### src/rtl/proc_arb_pkg.sv
// Shared constants and state encoding for the write arbiter.
//   NUM_REQ   : number of requesters
//   WIDTH     : write data width
//   MAX_BURST : longest run of consecutive writes a locked owner may hold
package proc_arb_pkg;
  localparam int NUM_REQ   = 4;
  localparam int WIDTH     = 16;
  localparam int MAX_BURST = 4;

  typedef enum logic {
    IDLE  = 1'b0,
    WRITE = 1'b1
  } state_t;
endpackage

### src/rtl/rr_pick.sv
// Combinational round-robin selector.
//   req   : request vector, bit i = requester i
//   last  : index of the most recent winner
//   valid : some request is pending
//   idx   : first requesting index searching upward from (last+1) mod N
module rr_pick #(
  parameter int N  = 4,
  parameter int IW = $clog2(N)
) (
  input  logic [N-1:0]  req,
  input  logic [IW-1:0] last,
  output logic          valid,
  output logic [IW-1:0] idx
);
  logic [IW-1:0] p;

  // Scan from the farthest candidate down to the nearest so the nearest
  // requester after 'last' is the final assignment and wins.
  always_comb begin
    valid = 1'b0;
    idx   = '0;
    p     = '0;
    for (int k = N; k >= 1; k--) begin
      p = IW'((int'(last) + k) % N);
      if (req[p]) begin
        valid = 1'b1;
        idx   = p;
      end
    end
  end
endmodule

### src/rtl/x_write_arbiter.sv
// Round-robin arbiter granting NUM_REQ requesters access to one shared
// WIDTH-bit register, one write per cycle, with optional locked bursts.
//   clk, rst_b : clock, async active-low reset
//   req, lock  : per-requester request and burst hold
//   wdata      : flattened write data, requester i at [WIDTH*i +: WIDTH]
//   gnt        : registered one-hot grant
//   ack        : one-hot commit strobe to the owner (gnt while writing)
//   reg_en     : shared register write enable
//   reg_d      : shared register write data
//   busy       : high while in WRITE
module x_write_arbiter #(
  parameter int NUM_REQ   = proc_arb_pkg::NUM_REQ,
  parameter int WIDTH     = proc_arb_pkg::WIDTH,
  parameter int MAX_BURST = proc_arb_pkg::MAX_BURST
) (
  input  logic                     clk,
  input  logic                     rst_b,
  input  logic [NUM_REQ-1:0]       req,
  input  logic [NUM_REQ-1:0]       lock,
  input  logic [NUM_REQ*WIDTH-1:0] wdata,
  output logic [NUM_REQ-1:0]       gnt,
  output logic [NUM_REQ-1:0]       ack,
  output logic                     reg_en,
  output logic [WIDTH-1:0]         reg_d,
  output logic                     busy
);
  import proc_arb_pkg::*;

  localparam int IW = $clog2(NUM_REQ);
  localparam int BW = $clog2(MAX_BURST + 1);
  localparam logic [BW-1:0] BMAX = BW'(MAX_BURST);

  state_t                         state;
  logic   [IW-1:0]                owner, last;
  logic   [BW-1:0]                burst;
  logic   [WIDTH-1:0]             data_q;
  logic   [NUM_REQ-1:0][WIDTH-1:0] wd;
  logic                           pick_vld;
  logic   [IW-1:0]                pick_idx;
  logic                           keep;

  assign wd = wdata;

  rr_pick #(.N(NUM_REQ), .IW(IW)) u_pick (
    .req   (req),
    .last  (last),
    .valid (pick_vld),
    .idx   (pick_idx)
  );

  // Locked owner keeps the register until it drops req/lock or hits the cap.
  assign keep = lock[owner] && req[owner] && (burst < BMAX);

  always_ff @(posedge clk or negedge rst_b) begin
    if (!rst_b) begin
      state  <= IDLE;
      gnt    <= '0;
      data_q <= '0;
      burst  <= '0;
      owner  <= '0;
      last   <= IW'(NUM_REQ - 1);
    end else begin
      if (state == WRITE && keep) begin
        data_q <= wd[owner];
        burst  <= burst + BW'(1);
      end else if (pick_vld) begin
        // Same path from IDLE and WRITE: back-to-back writes, no bubble.
        state  <= WRITE;
        owner  <= pick_idx;
        last   <= pick_idx;
        data_q <= wd[pick_idx];
        gnt    <= NUM_REQ'(1) << pick_idx;
        burst  <= BW'(1);
      end else begin
        state <= IDLE;
        gnt   <= '0;
      end
    end
  end

  assign reg_en = (state == WRITE);
  assign busy   = (state == WRITE);
  assign ack    = (state == WRITE) ? gnt : '0;
  assign reg_d  = data_q;
endmodule
### config.mk
export PLATFORM = sky130hd
export DESIGN_NAME = x_write_arbiter
export DESIGN_NICKNAME = d
export VERILOG_FILES = /design/src/rtl/proc_arb_pkg.sv /design/src/rtl/rr_pick.sv /design/src/rtl/x_write_arbiter.sv
export SDC_FILE = /design/constraint.sdc
export NUM_CORES = 1
export LEC_CHECK = 0
export CAP_MARGIN = 25
export CORE_ASPECT_RATIO = 1.25
export CORE_UTILIZATION = 42
export DETAILED_ROUTE_END_ITERATION = 6
export PLACE_DENSITY = 0.82
export SETUP_SLACK_MARGIN = 0.1
export SYNTH_ARGS = -nofsm -noshare
export SYNTH_HDL_FRONTEND = slang
export SYNTH_SLANG_ARGS = --single-unit
### constraint.sdc
create_clock -name clk -period 2.6 [get_ports clk]
set_input_delay 0.52 -clock clk [delete_from_list [all_inputs] [get_ports clk]]
set_output_delay 0.52 -clock clk [all_outputs]
set_load 0.05 [all_outputs]
==> key figures, run 1 <==
Outcome
  • Status: finished, final reports clean

Yosys
  • Mux contribution to synthesized area: 33.7%
  • Yosys top cell by area: dfrtp_1
  • Top-area cell type share of the netlist area: 30.6%
  • Synth Area per Inst: 12.2 um^2
  • Count leader, synth: mux2i_1
  • Sequential fraction of the synthesis area: 33.0%
  • Syn Nets: 250
  • Yosys warning total: 0
  • Complex-gate fraction of the synthesized area: 19.8%
  • Post-synth EDFFs: 0
  • Largest family of logic cells by synthesized area: multiplexers
  • Synth top cells by count: mux2i_1, dfrtp_1, a22oi_1, mux4_2
  • Synthesized area: 2130 um^2
  • Post-synth ARST share: 100%
  • XOR/XNOR Fraction of Synth Area: 0%
  • Top FF cell, synth: dfrtp_1
  • Synth Instances: 175
  • Yosys cell types: 32
  • Number of synthesized register bits: 28
  • Synth Area in Adders: 0.588%
  • Simple-Gate Fraction of Synth Area: 6.17%
  • Synth area leaders: dfrtp_1, mux4_2, mux2i_1, a22oi_1, o221ai_2

Global route
  • Total gr overflow: 0
  • Largest net degree at the start of global routing: 29
  • First-pass GRT wire length: 8980 um
  • GRT Util Overall: 21.7%
  • Vias in the first global route: 1997
  • Initial antenna violation count: 0

Die
  • Top Ports: 100
  • Core Region: 4800 um^2
  • Chip Height: 81.6 um
  • Effective utilization at floorplan: 44.3%
  • Num rows: 28
  • Die X: 65.7 um
  • Die ar.: 5360 um^2

Layout
  • Area Overhead vs Synth: 53.8%
  • Fin nets: 351
  • N_diodes: 0
  • Fillcell total: 355
  • Util after Layout: 68.2%
  • Area of the multi-input gates: 1310 um^2
  • Share of layout cells above drive strength 1: 18.2%
  • Reg area: 703 um^2

Pwr
  • Peak VDD IR: 0.000535 V
  • Leak: 1.31 nW
  • Pwr dens: 1140 nW/um^2

Setup path
  • Worst Path Max Fanout: 9
  • Worst setup path category: in -> reg
  • Delay-heaviest family, CP: buffers and inverters
  • WP data required: 2.79 ns
  • Worst-path cell chain: clkdlybuf4s50_1, and3b_1, o32ai_1, inv_1, or3_1, buf_4, o221ai_1
  • Setup crit start: req[3]
  • Worst path max stage delay: 0.50 ns
  • Startpoint types: input port
  • Reg2reg start: last[0]
  • CP arrival: 2.39 ns
  • WP buf/inv: 3
  • Setup crit end kind: flop
  • Slowest CP cell: clkdlybuf4s50_1

Detailed routing
  • Antenna viol nets, final: 0
  • Post-Route WL: 5690 um
  • Routed len/inst: 17.0 um
  • Initial DRT Pass Iterations: 4
  • Via count: 1942
  • Via density: 5.80
  • DRT iter0 DRCs: 96
  • # DRC: 0

Flow run
  • Max cap viols: 0

STA
  • RSZ-0062 raised after global routing: false
  • Setup TNS: 0 ns
  • Headroom to the max-slew limit: 65.2%
  • Final worst-path cycle share: 84.8%
  • Fmax: 0.454 GHz
  • Final Max Slew Viols: 0
  • Worst Tran Pin Value: 0.521 ns
  • Setup Skew: 0.00310 ns
  • Tmin final: 2.20 ns
  • Finish-stage setup viols: 0
  • Final Hold Viols: 0
  • Final worst slack: 0.395 ns

Clock network
  • Hold_buf cts: 0
  • Clk_lat worst skew: 0.27 ns
  • Setup bufs post-CTS: 0
  • TritonCTS clock tree: yes
  • Clock transition at path regs: 0.09 ns
  • Num CTS Buffers: 3
  • H-tree depth: 1
  • Root Driver: clkbuf_8
  • TritonCTS Sinks: 28
  • Post-cts gate resize count: 0
  • Max clock buf depth: 2

Placed design
  • Dpl ws: 0.136 ns
  • Dpl hpwl: 4320 um
  • IO buf count: 99
  • Gpl congestion: 0.762

Hold path
  • HP Start: burst[0]
  • Hold crit path type: reg -> reg
==> routing by layer <==
layer,part of all wire [%],GRT usage (%),up-vias
met3,5.6,2.36,6
met5,0,0,-
met4,1.4,7.83,0
li1,-,-,906
met1,42,26.5,952
met2,51,39.0,78
==> area by class of cell <==
class	count	area share (%)
clock buffers	4	1.38
inverters	4	0.459
multi-input cells	125	39.9
flip-flops and latches	28	21.5
well taps	60	2.29
repair buffers	114	34.5
==> registers in the layout (all words and copies together) (netlist names) <==
signal / cells
burst: 3
busy: 1
last: 2
gnt: 4
reg_d: 16
owner: 2
==> worst reg2reg max path: cells and delay by family (launching register included) <==
kind,cells,cell delay [ns]
and+or+nand+nor,2,0.59
DFF,1,0.57
AOI/OAI and AO/OA,2,0.46
buffers and inverters,2,0.29
==> worst paths after layout <==
check                                  to  slack, ns  depth (start not counted)
worst min register to register   burst[0]       0.49                          1
worst max register to register  reg_d[15]       0.61                          6
worst max-delay path            reg_d[15]       0.40                          7
worst min-delay path             burst[0]       0.49                          1
max in group asynchronous         last[0]       1.67                          2
min in group asynchronous        reg_d[6]       0.62                          2
==> placed cells by master, fill, tap and decap left out, drive strengths merged, types with 2 or more instances in the layout <==
master / instances
and2: 4
dfstp: 2
o21ai: 8
inv: 4
buf: 15
nor2b: 2
dfrtp: 26
mux4: 16
clkbuf: 4
mux2: 2
a21oi: 3
clkdlybuf4s50: 99
nand2: 9
nand3: 2
mux2i: 33
nand2b: 4
a22oi: 16
o221ai: 17
==> cell families (layout without fill, tap and decap cells) <==
family	after synthesis	after routing
AOI/OAI and AO/OA	48	48
adders and majority gates	1	1
buffers and inverters	22	122
DFF	28	28
muxes	51	51
and+or+nand+nor	25	25
==> through the flow <==
stage | power [W] | cells | hold WS, ns | instance area (um^2)
final | 0.00372 | 335 | 0.487 | 3270
after global routing | 0.00393 | 335 | 0.529 | 3270
after detailed placement | 0.00350 | 331 | 0.477 | 3230
after global placement | 0.00346 | 331 | 0.466 | 3230
after CTS | 0.00374 | 335 | 0.489 | 3270
after floorplan | 0.00274 | 175 | 0.224 | 2130
==> report_power, final <==
part | internal, W | switching (W)
clock | 0.000110 | 0.000130
sequential | 0.000658 | 0.000146
combinational | 0.00119 | 0.00148
total | 0.00196 | 0.00176
Note: power is estimated with default switching activity, not from simulation.
==> run 2: changes to the inputs <==
clock period = 2.28 ns   (was 2.6 ns; I/O delays follow)
==> run 2 against run 1 <==
Effect of this change:
- critical path depth is 1 higher
- die area unchanged
- global-route usage down 0.29 points
- via count grew 1.5%
- sequential power rose by 18%
- count of clock-buffer cells in the layout is 1 lower
- clock power rose by 7%
- critical endpoint is now reg_d[11]
- largest power group unchanged
==> key figures, run 2 (synthesis gave the netlist of run 1 again) <==
STA
  • Final Hold Viols: 0 (unchanged)
  • Worst Tran Pin Value: 0.528 ns (+0.00757 ns)
  • Tmin final: 2.06 ns
  • Final worst-path cycle share: 90.5%
  • Finish-stage setup viols: 0 (unchanged)
  • Final Max Slew Viols: 0 (unchanged)
  • Fmax: 0.485 GHz
  • Headroom to the max-slew limit: 64.7% (-0.51 points)
  • Setup TNS: 0 ns (unchanged)
  • RSZ-0062 raised after global routing: false
  • Setup Skew: 0.00139 ns (-0.00171 ns)

Detailed routing
  • Via density: 5.83 (+0.64%)
  • Top Metal Used: met4
  • Via count: 1972 (+1.5%)
  • Met2 wire len: 2940 um (+2.1%)
  • Met3 WL: 344 um (+8.2%)
  • # DRC: 0 (unchanged)
  • M1 WL: 2420 um (+0.42%)
  • Routed len/inst: 17.1 um (+0.58%)
  • Initial DRT Pass Iterations: 6 (+2)
  • DRT iter0 DRCs: 124 (+29%)
  • Antenna viol nets, final: 0 (unchanged)
  • Post-Route WL: 5770 um (+1.5%)

Setup path
  • Worst Path Max Fanout: 9 (unchanged)
  • Startpoint types: input port
  • CP arrival: 2.24 ns (-0.15 ns)
  • Reg2Reg Depth: 6 (unchanged)
  • Flop-to-flop setup slack: 0.33 ns (-0.28 ns)
  • Reg2reg start: last[0]
  • Reg-to-reg endpoint: reg_d[11]
  • Worst setup path end: reg_d[11]
  • Setup crit start: req[3]
  • Worst setup path category: in -> reg
  • Setup crit end kind: flop
  • WP data required: 2.46 ns (-0.33 ns)

Global route
  • Vias in the first global route: 1921 (-3.8%)
  • Total gr overflow: 0 (unchanged)
  • Largest net degree at the start of global routing: 29 (unchanged)
  • First-pass GRT wire length: 8820 um (-1.8%)
  • GRT Util Overall: 21.4% (-0.29 points)
  • Initial antenna violation count: 0 (unchanged)

Outcome
  • Status: finished, final reports clean

Die
  • Die X: 65.7 um (unchanged)
  • Die ar.: 5360 um^2 (unchanged)
  • Effective utilization at floorplan: 44.3% (unchanged)
  • Core Region: 4800 um^2 (unchanged)
  • Top Ports: 100 (unchanged)
  • Chip Height: 81.6 um (unchanged)
  • Num rows: 28 (unchanged)

Clock network
  • H-tree depth: 1 (unchanged)
  • Clock transition at path regs: 0.09 ns (about the same)
  • Num CTS Buffers: 3 (unchanged)
  • TritonCTS Sinks: 28 (unchanged)
  • Max clock buf depth: 2 (unchanged)
  • Root Driver: clkbuf_8
  • Setup bufs post-CTS: 0 (unchanged)
  • Clk_lat worst skew: 0.26 ns (about the same)
  • TritonCTS clock tree: yes

Layout
  • Share of layout cells above drive strength 1: 19.8% (+1.6 points)
  • N_diodes: 0 (unchanged)
  • Area Overhead vs Synth: 55.6%
  • Commonest non-fill, non-tap cell in the layout: clkdlybuf4s50_1
  • Post-Layout Cell Count: 338 (+0.90%)
  • Fillcell total: 382 (+7.6%)
  • Max reg flops: 16 (unchanged)
  • Most frequent cells in the layout: clkdlybuf4s50_1, mux2i_1, dfrtp_1, buf_4, a22oi_1
  • Fin nets: 355 (+1.1%)

Placed design
  • IO buf count: 99 (unchanged)
  • Dpl hpwl: 4400 um (+1.8%)
  • Gpl congestion: 0.747 (-2.0%)
  • Post-placement cell count: 335 (+1.2%)

Pwr
  • Peak VDD IR: 0.000778 V (+45%)
  • Pwr dens: 1280 nW/um^2 (+13%)
  • Leak: 1.39 nW (+5.9%)

Flow run
  • Max cap viols: 0 (unchanged)

Hold path
  • Hold crit path type: reg -> reg
-- run 2: how the worst min path moves through the flow --
stage	startpoint	to	slack [ns]	depth (start not counted)
2_1_floorplan	rst_b	burst[0]	0.16	0
3_3_place_gp	burst[0]	burst[0]	0.47	1
3_5_place_dp	burst[0]	burst[0]	0.47	1
4_1_cts	burst[0]	burst[0]	0.49	1
5_1_grt	burst[0]	burst[0]	0.53	1
6_report	burst[0]	burst[0]	0.49	1
-- run 2: final cells by class --
type | instances | area, um^2 | share of cell area (%)
Sequential cell | 28 | 703 | 21.2
Clock buffer | 3 | 41.3 | 1.25
Multi-Input combinational cell | 125 | 1310 | 39.5
Tap cell | 60 | 75.1 | 2.27
Inverter | 4 | 15.0 | 0.454
Timing Repair Buffer | 118 | 1170 | 35.3
-- run 2: layer usage --
metal / vias to the layer above / global-route usage, %
li1: 917 / -
met1: 969 / 27.1
met2: 82 / 37.3
met3: 4 / 3.06
met4: 0 / 6.52
met5: - / 0
-- run 2: critical path: stages --
cell	delay, ns
clkdlybuf4s50_1	0.47
buf_4	0.17
nand3_1	0.07
o211ai_1	0.10
o2111a_2	0.22
or3_1	0.39
buf_4	0.20
o221ai_1	0.17
-- run 2: metrics by stage --
stage | power [W] | setup WS [ns] | util [%] | hold WS, ns | area [um^2]
floorplan | 0.00312 | 0.445 | - | 0.160 | 2130
global placement | 0.00396 | -0.0175 | 67.9 | 0.469 | 3260
finish | 0.00425 | 0.217 | 69.0 | 0.488 | 3310
global route | 0.00449 | 0.112 | 69.0 | 0.526 | 3310
CTS | 0.00428 | 0.135 | 68.7 | 0.488 | 3300
detailed placement | 0.00401 | -0.0425 | 67.9 | 0.475 | 3260
-- run 2: power breakdown --
part           internal (W)  leakage (nW)  switching, W
Combinational       0.00137          1.03       0.00167
Clock              0.000118        0.0216      0.000138
Sequential         0.000750         0.335      0.000200
Total               0.00224          1.39       0.00201
-- run 2: timing repair --
item,in CTS,in global routing
endpoints found under the setup margin,0,5
resized for setup,0,5
hold buffers,0,0
